### src/rtl/stack_sequencer.sv
// stack_sequencer: walks the push mask (ascending bit order) and then the pop
// mask (descending bit order). It issues one word-wide stack bus transaction
// per set bit, tracks SP, and returns popped words to the register file.
// Every output is a registered flop except bus_wdata. The registered bus
// outputs are computed from the next-cycle state, so the first request
// appears in the cycle right after start.
module stack_sequencer #(
  parameter int unsigned STEP = 2
) (
  input  logic        clk,
  input  logic        reset_n,
  input  logic        start,
  input  logic [15:0] push_mask,
  input  logic [15:0] pop_mask,
  input  logic [15:0] sp_in,
  output logic [3:0]  reg_sel,
  input  logic [15:0] reg_data,
  output logic        bus_req,
  output logic        bus_we,
  output logic [15:0] bus_addr,
  output logic [15:0] bus_wdata,
  input  logic        bus_ack,
  input  logic [15:0] bus_rdata,
  output logic        wb_valid,
  output logic [3:0]  wb_sel,
  output logic [15:0] wb_data,
  output logic        busy,
  output logic        done,
  output logic [15:0] sp_out
);

  typedef enum logic [1:0] {S_IDLE, S_PUSH, S_POP, S_FINISH} state_e;

  localparam logic [3:0]  SP_BIT   = 4'd4;   // push of SP uses the pre-sequence value
  localparam logic [3:0]  DISC_BIT = 4'd5;   // SP_DISCARD: no push, pop without writeback
  localparam logic [15:0] STEP_W   = STEP[15:0];

  function automatic logic [3:0] lowest_bit(input logic [15:0] m);
    lowest_bit = '0;
    for (int i = 15; i >= 0; i--)
      if (m[i]) lowest_bit = i[3:0];
  endfunction

  function automatic logic [3:0] highest_bit(input logic [15:0] m);
    highest_bit = '0;
    for (int i = 0; i < 16; i++)
      if (m[i]) highest_bit = i[3:0];
  endfunction

  state_e      state_q, state_d;
  logic [15:0] pm_q, pm_d;        // pending pushes
  logic [15:0] qm_q, qm_d;        // pending pops
  logic [15:0] sp_q, sp_d;        // running SP
  logic [15:0] sp0_q, sp0_d;      // SP captured at start, pushed for bit 4
  logic        bus_req_q, bus_req_d;
  logic        bus_we_q, bus_we_d;
  logic [15:0] bus_addr_q, bus_addr_d;
  logic [3:0]  reg_sel_q, reg_sel_d;
  logic        wb_valid_q, wb_valid_d;
  logic [3:0]  wb_sel_q, wb_sel_d;
  logic [15:0] wb_data_q, wb_data_d;
  logic        busy_q, busy_d;
  logic        done_q, done_d;
  logic [15:0] sp_out_q, sp_out_d;

  logic [3:0]  push_k, pop_k, nxt_push_k, nxt_pop_k;
  logic        acked;

  // Next-state, mask/SP bookkeeping and look-ahead of the registered bus outputs
  always_comb begin
    state_d    = state_q;
    pm_d       = pm_q;
    qm_d       = qm_q;
    sp_d       = sp_q;
    sp0_d      = sp0_q;
    wb_valid_d = 1'b0;
    wb_sel_d   = wb_sel_q;
    wb_data_d  = wb_data_q;
    done_d     = 1'b0;
    sp_out_d   = sp_out_q;
    push_k     = lowest_bit(pm_q);
    pop_k      = highest_bit(qm_q);
    acked      = bus_req_q & bus_ack;   // a stray ack with no request is ignored

    unique case (state_q)
      S_IDLE: begin
        if (start) begin
          pm_d  = push_mask;
          qm_d  = pop_mask;
          sp_d  = sp_in;
          sp0_d = sp_in;
          if (push_mask != '0)     state_d = S_PUSH;
          else if (pop_mask != '0) state_d = S_POP;
          else                     state_d = S_FINISH;
        end
      end
      S_PUSH: begin
        if (pm_q != '0) begin
          if (push_k == DISC_BIT) begin
            pm_d[push_k] = 1'b0;           // one idle cycle, SP untouched
          end else if (acked) begin
            pm_d[push_k] = 1'b0;
            sp_d         = sp_q - STEP_W;
          end
        end
        if (pm_d == '0) state_d = (qm_q != '0) ? S_POP : S_FINISH;
      end
      S_POP: begin
        if (qm_q != '0 && acked) begin
          qm_d[pop_k] = 1'b0;
          sp_d        = sp_q + STEP_W;
          if (pop_k != DISC_BIT) begin
            wb_valid_d = 1'b1;
            wb_sel_d   = pop_k;
            wb_data_d  = bus_rdata;
          end
        end
        if (qm_d == '0) state_d = S_FINISH;
      end
      S_FINISH: begin
        done_d   = 1'b1;
        sp_out_d = sp_q;
        state_d  = S_IDLE;
      end
      default: state_d = S_IDLE;
    endcase

    // Bus outputs for the next cycle, derived from the next-cycle masks and SP
    nxt_push_k = lowest_bit(pm_d);
    nxt_pop_k  = highest_bit(qm_d);
    bus_req_d  = 1'b0;
    bus_we_d   = 1'b0;
    bus_addr_d = '0;
    reg_sel_d  = '0;
    if (state_d == S_PUSH && pm_d != '0 && nxt_push_k != DISC_BIT) begin
      bus_req_d  = 1'b1;
      bus_we_d   = 1'b1;
      bus_addr_d = sp_d - STEP_W;
      reg_sel_d  = nxt_push_k;
    end else if (state_d == S_POP && qm_d != '0) begin
      bus_req_d  = 1'b1;
      bus_addr_d = sp_d;
    end
    busy_d = (state_d != S_IDLE);
  end

  // State and output registers; reset abandons any in-flight request
  always_ff @(posedge clk or negedge reset_n) begin
    if (!reset_n) begin
      state_q    <= S_IDLE;
      pm_q       <= '0;
      qm_q       <= '0;
      sp_q       <= '0;
      sp0_q      <= '0;
      bus_req_q  <= 1'b0;
      bus_we_q   <= 1'b0;
      bus_addr_q <= '0;
      reg_sel_q  <= '0;
      wb_valid_q <= 1'b0;
      wb_sel_q   <= '0;
      wb_data_q  <= '0;
      busy_q     <= 1'b0;
      done_q     <= 1'b0;
      sp_out_q   <= '0;
    end else begin
      state_q    <= state_d;
      pm_q       <= pm_d;
      qm_q       <= qm_d;
      sp_q       <= sp_d;
      sp0_q      <= sp0_d;
      bus_req_q  <= bus_req_d;
      bus_we_q   <= bus_we_d;
      bus_addr_q <= bus_addr_d;
      reg_sel_q  <= reg_sel_d;
      wb_valid_q <= wb_valid_d;
      wb_sel_q   <= wb_sel_d;
      wb_data_q  <= wb_data_d;
      busy_q     <= busy_d;
      done_q     <= done_d;
      sp_out_q   <= sp_out_d;
    end
  end

  assign reg_sel  = reg_sel_q;
  assign bus_req  = bus_req_q;
  assign bus_we   = bus_we_q;
  assign bus_addr = bus_addr_q;
  assign wb_valid = wb_valid_q;
  assign wb_sel   = wb_sel_q;
  assign wb_data  = wb_data_q;
  assign busy     = busy_q;
  assign done     = done_q;
  assign sp_out   = sp_out_q;

  // Write data follows the register file live; a push of SP sends the value from start
  assign bus_wdata = (bus_req_q && bus_we_q) ? ((reg_sel_q == SP_BIT) ? sp0_q : reg_data)
                                             : '0;

endmodule

### config.mk
export PLATFORM = sky130hd
export DESIGN_NAME = stack_sequencer
export DESIGN_NICKNAME = d
export VERILOG_FILES = /design/src/rtl/stack_sequencer.sv
export SDC_FILE = /design/constraint.sdc
export NUM_CORES = 1
export LEC_CHECK = 0
export BUFFER_PORTS_ARGS = -buffer_cell sky130_fd_sc_hd__buf_2
export CELL_PAD_IN_SITES_DETAIL_PLACEMENT = 1
export CELL_PAD_IN_SITES_GLOBAL_PLACEMENT = 1
export CORE_ASPECT_RATIO = 0.6
export CORE_UTILIZATION = 32
export CTS_CLUSTER_SIZE = 12
export DETAILED_ROUTE_END_ITERATION = 10
export GPL_ROUTABILITY_DRIVEN = 0
export PLACE_DENSITY_LB_ADDON = 0.1
export SYNTH_ARGS = -nofsm -noshare
export SYNTH_HDL_FRONTEND = slang
export SYNTH_SLANG_ARGS = --single-unit
export TNS_END_PERCENT = 50
### constraint.sdc
create_clock -name clk -period 3.3 [get_ports clk]
set_input_delay 0.33 -clock clk [delete_from_list [all_inputs] [get_ports clk]]
set_output_delay 0.33 -clock clk [all_outputs]
set_load 0.005 [all_outputs]
==> impl_metrics.toml, run 1 <==
[floorplanning]
core_sq_um = 24300
std_cell_rows = 44
dieHeight_microns = 124
io_pins = 161
dieWidth_microns = 206
die_area_sq_um = 25600
start_util_pct = 32.8

[cts]
cts_tree = "built"
clkSinkCount = 127
cts_root_buf = "clkbuf_16"
clk_transition_reported_paths_ns = 0.06
max-clock-path-buffers = 2
numCtsBuffers = 17
cts_htree_levels = 4
clk_latency_ns = 0.44

[placed_design]
post_dp_cell_area_sq_um = 10800
dp_hpwl_microns = 26400
pre_cts_ws_ns = -0.498
portBuffers = 160
dp_cells = 1595

[power_and_ir_drop]
p_leak_nw = 5.85
ir_worst_vdd_mv = 0.519
power.total_mw = 13.3
power_density_nw_per_um2 = 1070

[yosys]
synth_area_leaders = "dfrtp_1 40%, nand2_1 6.3%, a21oi_1 5.1%, mux2_2 4.6%, nor2_1 3.2%"
syn_inst = 943
yosysWarnings = 0
syn_area_sq_um = 7990
ys.flop_type = "dfrtp_1"
synth-edff-count = 0
yosysUniqueCellTypes = 76
syn_nets = 1030
yosys.area.top_type_share_pct = 39.8
async_reset_ff_share_pct = 100
synth_area_per_cell_sq_um = 8.48
synth.ff_latch_count = 127
yosys.area.top_type = "dfrtp_1"
yosysSeqAreaShare_pct = 39.8

[final_layout]
final_cell_mix = "253 x buf_4, 159 x buf_2, 134 x nand2_1"
drive_gt1_share_pct = 47.5
mostFrequentLayoutCell = "buf_4"
layout.nets = 1422
fillers = 2873
design_area_sq_um = 12500
utilization_pct = 51.3
syn_to_final_growth_pct = 56.3
multi_input_area_sq_um = 5040
seq_area_sq_um = 3190
stdcell_count = 1670
antenna_cells = 0

[detailed_routing]
vias = 9242
routed_wl_microns = 36700
wire_per_inst_microns = 22.0
drt_iter0_drc = 800
first_pass_iters = 5
drc = 0
drtAntennaViolNets = 0
via_per_inst = 5.53

[global_routing]
grt_usage_pct = 28.4
grt-ovfl-total = 0
grt_pass1_wl_microns = 55200
grt_max_degree = 98
grt_pass1_vias = 9180
grt_antenna_before_repair = 0

[critical_path]
arrival_ns = 3.96
reg2reg_from = "qm_q[5]$_DFF_PN0_"
cp.required_ns = 3.62
slowest_delay_ns = 0.58
end_kind = "flip-flop"
cp_slowest_cell = "or4_4"
worstSetupPathType = "flip-flop to flip-flop"
crit_chain = "buf_6 -> buf_4 -> nor2_2 -> a221o_1 -> a21oi_2 -> buf_4 -> nand2_1 -> buf_4 -> o211ai_1 -> o221ai_1 -> or4_4 -> o41a_4 -> buf_12 -> mux2_4"
cp-startpoint = "qm_q[5]$_DFF_PN0_"
reg2reg_to = "bus_addr[1]$_DFF_PN0_"
worstRegToRegCells = 14
cp-start-kind = "flip-flop"
cpMostUsedCell = "buf_4"
cp_max_fo = 6
rrSetupSlack_ns = -0.34

[outcome]
violations = "hold timing, setup timing"
status = "finished, violations left"

[timing]
setup_slack_ns = -0.335
period_minus_slack_ns = 3.64
rsz0062_at_grt = "true"
worst_pin_slew_ns = 1.01
finalSetupViolCount = 22
fmax_mhz = 275
slew_viol_final = 0
finalHoldViolations = 18
relSlewSlack_pct = 32.6
clock_skew_ns = 0.00951
post-route-period-util_pct = 110
holdWs_ns = -0.0749

[worst_hold_path]
hp-class = "input port to async pin"

[job]
maxCapViolCount = 0
-- worst max path at each step --
stage	cells past startpoint	to	slack, ns
after floorplan	12	bus_addr[0]$_DFF_PN0_	-0.37
after global routing	12	bus_addr[1]$_DFF_PN0_	-0.39
final	14	bus_addr[1]$_DFF_PN0_	-0.34
after global placement	17	bus_addr[11]$_DFF_PN0_	-0.50
after detailed placement	10	bus_addr[15]$_DFF_PN0_	-0.50
after CTS	10	bus_addr[1]$_DFF_PN0_	-0.24
-- cells by family (layout without fill, tap and decap cells) --
logic type	count (synthesis)	count (layout)	synth area share [%]
multiplexers	46	46	6.28
adder cells (fa/ha/maj)	5	5	0.720
XOR/XNOR	10	10	1.10
AND/OR/NAND/NOR	382	382	24.2
buffers and inverters	103	507	5.17
flip-flops	127	127	39.8
AO/OA/AOI/OAI	270	271	22.8
-- final cells by class --
| class | count | area share [%] |
|---|---|---|
| multi-input cells | 714 | 40.4 |
| well taps | 322 | 3.23 |
| flip-flops and latches | 127 | 25.5 |
| clock buffers | 19 | 3.63 |
| repair buffers | 440 | 24.3 |
| clock inverters | 13 | 1.86 |
| inverters | 35 | 1.05 |
-- cells in the mapped netlist, types with 11 or more instances --
cell type,n
nor2_1,68
nor2b_1,24
inv_1,35
clkbuf_1,56
a21oi_1,81
a41oi_1,11
nand2_1,135
o21ai_0,47
nand3_1,26
mux2_2,33
a31oi_1,13
o22ai_1,11
nor3_1,19
mux2i_1,13
nor4_1,27
or4_1,13
dfrtp_1,127
a211oi_1,14
-- repair_timing --
item,CTS,global route
pin swaps,40,27
buffers inserted,26,16
hold buffers,0,0
setup endpoints to repair,22,22
cloned,0,2
resized for setup,84,72
-- critical path, delay by kind of cell, from the launching register on --
kind	cells	cell delay (ns)
buffers and inverters	5	0.74
and+or+nand+nor	3	0.69
DFF	1	0.40
muxes	1	0.25
AOI/OAI and AO/OA	5	1.41
-- where the power goes --
part	internal (mW)	switching, mW
sequential	2.22	0.521
combinational	3.92	4.40
clock	1.46	0.778
total	7.61	5.70
-- through the flow --
stage | hold slack (ns) | TNS [ns]
after CTS | 0.0427 | -3.36
after floorplan | 0.0344 | -5.06
final | -0.0749 | -4.97
after detailed placement | 0.468 | -8.83
after global placement | 0.459 | -8.34
after global routing | 0.0752 | -7.07
-- routing by layer --
| metal | vias up | global-route usage [%] | wire length, microns |
|---|---|---|---|
| li1 | 4275 | - | - |
| met1 | 4599 | 45.6 | 18600 |
| met2 | 337 | 39.0 | 15100 |
| met3 | 31 | 4.47 | 2640 |
| met4 | 0 | 5.80 | 385 |
| met5 | - | 0 | 0 |
-- sequential cells by signal, summed over array words and instances (netlist names), 2 cells and up --
signal and count:
qm_q 16, bus_addr 16, reg_sel 4, sp_out 16
sp_q 16, sp0_q 16, state_q 2, wb_sel 4
pm_q 16, wb_data 16
No activity file was read; power rests on OpenSTA's default activity.
==> run 2, diff against run 1 <==
Settings changed: CORE_MARGIN set to 4, GPL_TIMING_DRIVEN set to 0.
Clock period 3.3 ns to 3.2 ns, I/O delays scaled along.
==> run 2 against run 1 <==
Against the previous run:
- the run ends with setup timing left
- clock skew shrank 0.00064 ns
- global-route usage shrank 2.1 points
- register-to-register slack lost 0.35 ns
- first-iteration DRC count grew 9.5%
- maximum frequency shrank 6.4%
- critical path depth shrank 2
- clock-buffer cell count shrank 1
- highest routed layer unchanged
- final cell count shrank 9.2%
- utilization shrank 5.2 points
- non-clock buffer count shrank 152
- power shrank 7.8%
- sequential cell count is the same
==> impl_metrics.toml, run 2 (synthesis gave the netlist of run 1 again) <==
[timing]
slew_viol_final = 0
worst_pin_slew_ns = 0.910
rsz0062_at_grt = "true"
setup_slack_ns = -0.684
fin_setup_tns_ns = -11.70
finalSetupViolCount = 23
post-route-period-util_pct = 121
clock_skew_ns = 0.00887
period_minus_slack_ns = 3.88
holdWs_ns = 0.107
finalHoldViolations = 0
relSlewSlack_pct = 38.6
fmax_mhz = 257

[critical_path]
arrival_ns = 4.16
end_kind = "flip-flop"
worstSetupPathType = "flip-flop to flip-flop"
slowest_delay_ns = 0.55
cp-start-kind = "flip-flop"
cp_max_fo = 10
cp.required_ns = 3.48
reg2reg_from = "bus_req$_DFF_PN0_"
cp-startpoint = "bus_req$_DFF_PN0_"
crit_chain = "and2_1 -> clkbuf_4 -> clkbuf_4 -> nand4_1 -> o21a_1 -> a221o_1 -> or4_4 -> or4_4 -> o41a_4 -> buf_8 -> a21oi_2 -> mux2i_1"
cp_slowest_cell = "o41a_4"
cp_top_family = "simple AND/OR/NAND/NOR gates"
critPathBufInv = 3

[cts]
clk_transition_reported_paths_ns = 0.06
clkSinkCount = 127
numCtsBuffers = 17
cts_root_buf = "clkbuf_16"
max-clock-path-buffers = 2
clk_latency_ns = 0.44
cts_tree = "built"
cts_htree_levels = 4

[global_routing]
grt-ovfl-total = 0
grt_antenna_before_repair = 0
grt_max_degree = 65
grt_usage_pct = 26.2
grt_pass1_wl_microns = 54900
grt_pass1_vias = 8711

[worst_hold_path]
hold_path.startpoint = "bus_rdata[5]"
hp-class = "input port to flip-flop"

[detailed_routing]
vias = 8759
drt_iter0_drc = 876
drc = 0
drtAntennaViolNets = 0
first_pass_iters = 5
wire_per_inst_microns = 24.2
routed_wl_microns = 36700
via_per_inst = 5.77

[power_and_ir_drop]
power_density_nw_per_um2 = 1090
power.total_mw = 12.3
p_leak_nw = 5.00
ir_worst_vdd_mv = 0.454

[final_layout]
syn_to_final_growth_pct = 40.7
layout.nets = 1269
drive_gt1_share_pct = 39.0
design_area_sq_um = 11200
antenna_cells = 0
mostFrequentLayoutCell = "buf_2"
fillers = 2876
final_cell_mix = "162 x buf_2, 131 x nand2_1, 106 x dfrtp_1"

[job]
maxCapViolCount = 0

[floorplanning]
core_sq_um = 24400
dieWidth_microns = 212
io_pins = 161
dieHeight_microns = 130
std_cell_rows = 44
die_area_sq_um = 27700
start_util_pct = 32.8

[placed_design]
pre_cts_ws_ns = -2.51
dp_hpwl_microns = 26400
portBuffers = 160
post_dp_cell_area_sq_um = 9280

[outcome]
status = "finished, violations left"
violations = "setup timing"
## run 2: final cells by class
cell class	count	area (sq um)	share of cell area, %
plain buffers	55	297	2.64
well taps	322	403	3.58
clock buffers	18	439	3.91
clock inverters	14	238	2.11
inverters	35	131	1.17
flip-flops and latches	127	3200	28.5
repair buffers	233	1420	12.6
multi-input cells	713	5120	45.5
## run 2: path summary, 6_finish.rpt
check | end | slack, ns | cells past startpoint
setup / recovery | bus_addr[14]$_DFF_PN0_ | -0.68 | 12
hold / removal | wb_data[5]$_DFFE_PN0P_ | 0.11 | 2
setup reg to reg | bus_addr[14]$_DFF_PN0_ | -0.68 | 12
hold reg to reg | sp0_q[14]$_DFFE_PN0P_ | 0.47 | 2
max in group asynchronous | pm_q[4]$_DFF_PN0_ | 1.99 | 3
min in group asynchronous | wb_sel[2]$_DFFE_PN0P_ | 0.43 | 2
## run 2: per-layer routing
layer	wire [microns]	up-vias	global-route usage, %
met5	0	-	0
met4	418	0	4.76
met3	3590	44	8.61
met2	14800	367	36.1
met1	17900	4375	40.1
li1	-	3973	-
## run 2: worst register-to-register path, stage by stage (launching register included)
cell and delay [ns]:
dfrtp_2 0.37, and2_1 0.12, clkbuf_4 0.19, clkbuf_4 0.26, nand4_1 0.22, o21a_1 0.30, a221o_1 0.33, or4_4 0.53
or4_4 0.44, o41a_4 0.55, buf_8 0.19, a21oi_2 0.12, mux2i_1 0.10
## run 2: what timing repair did
action / 4_1_cts / 5_1_grt
endpoints found under the setup margin: 76 / 40
resized for setup: 137 / 75
hold buffers: 1 / 0
endpoints found under the hold margin: 63 / 0
pin swaps: 16 / 26
gates cloned: 2 / 0
buffers inserted: 49 / 20
## run 2: through the flow
stage          instances  utilization, %
2_1_floorplan        943               -
5_1_grt             1517            46.1
3_3_place_gp        1425            37.8
4_1_cts             1502            44.6
3_5_place_dp        1427            38.0
6_report            1517            46.1
## run 2: power breakdown
| part | switching [mW] | internal, mW |
|---|---|---|
| Sequential | 0.685 | 2.30 |
| Clock | 0.785 | 1.48 |
| Combinational | 4.18 | 2.84 |
| Total | 5.65 | 6.62 |
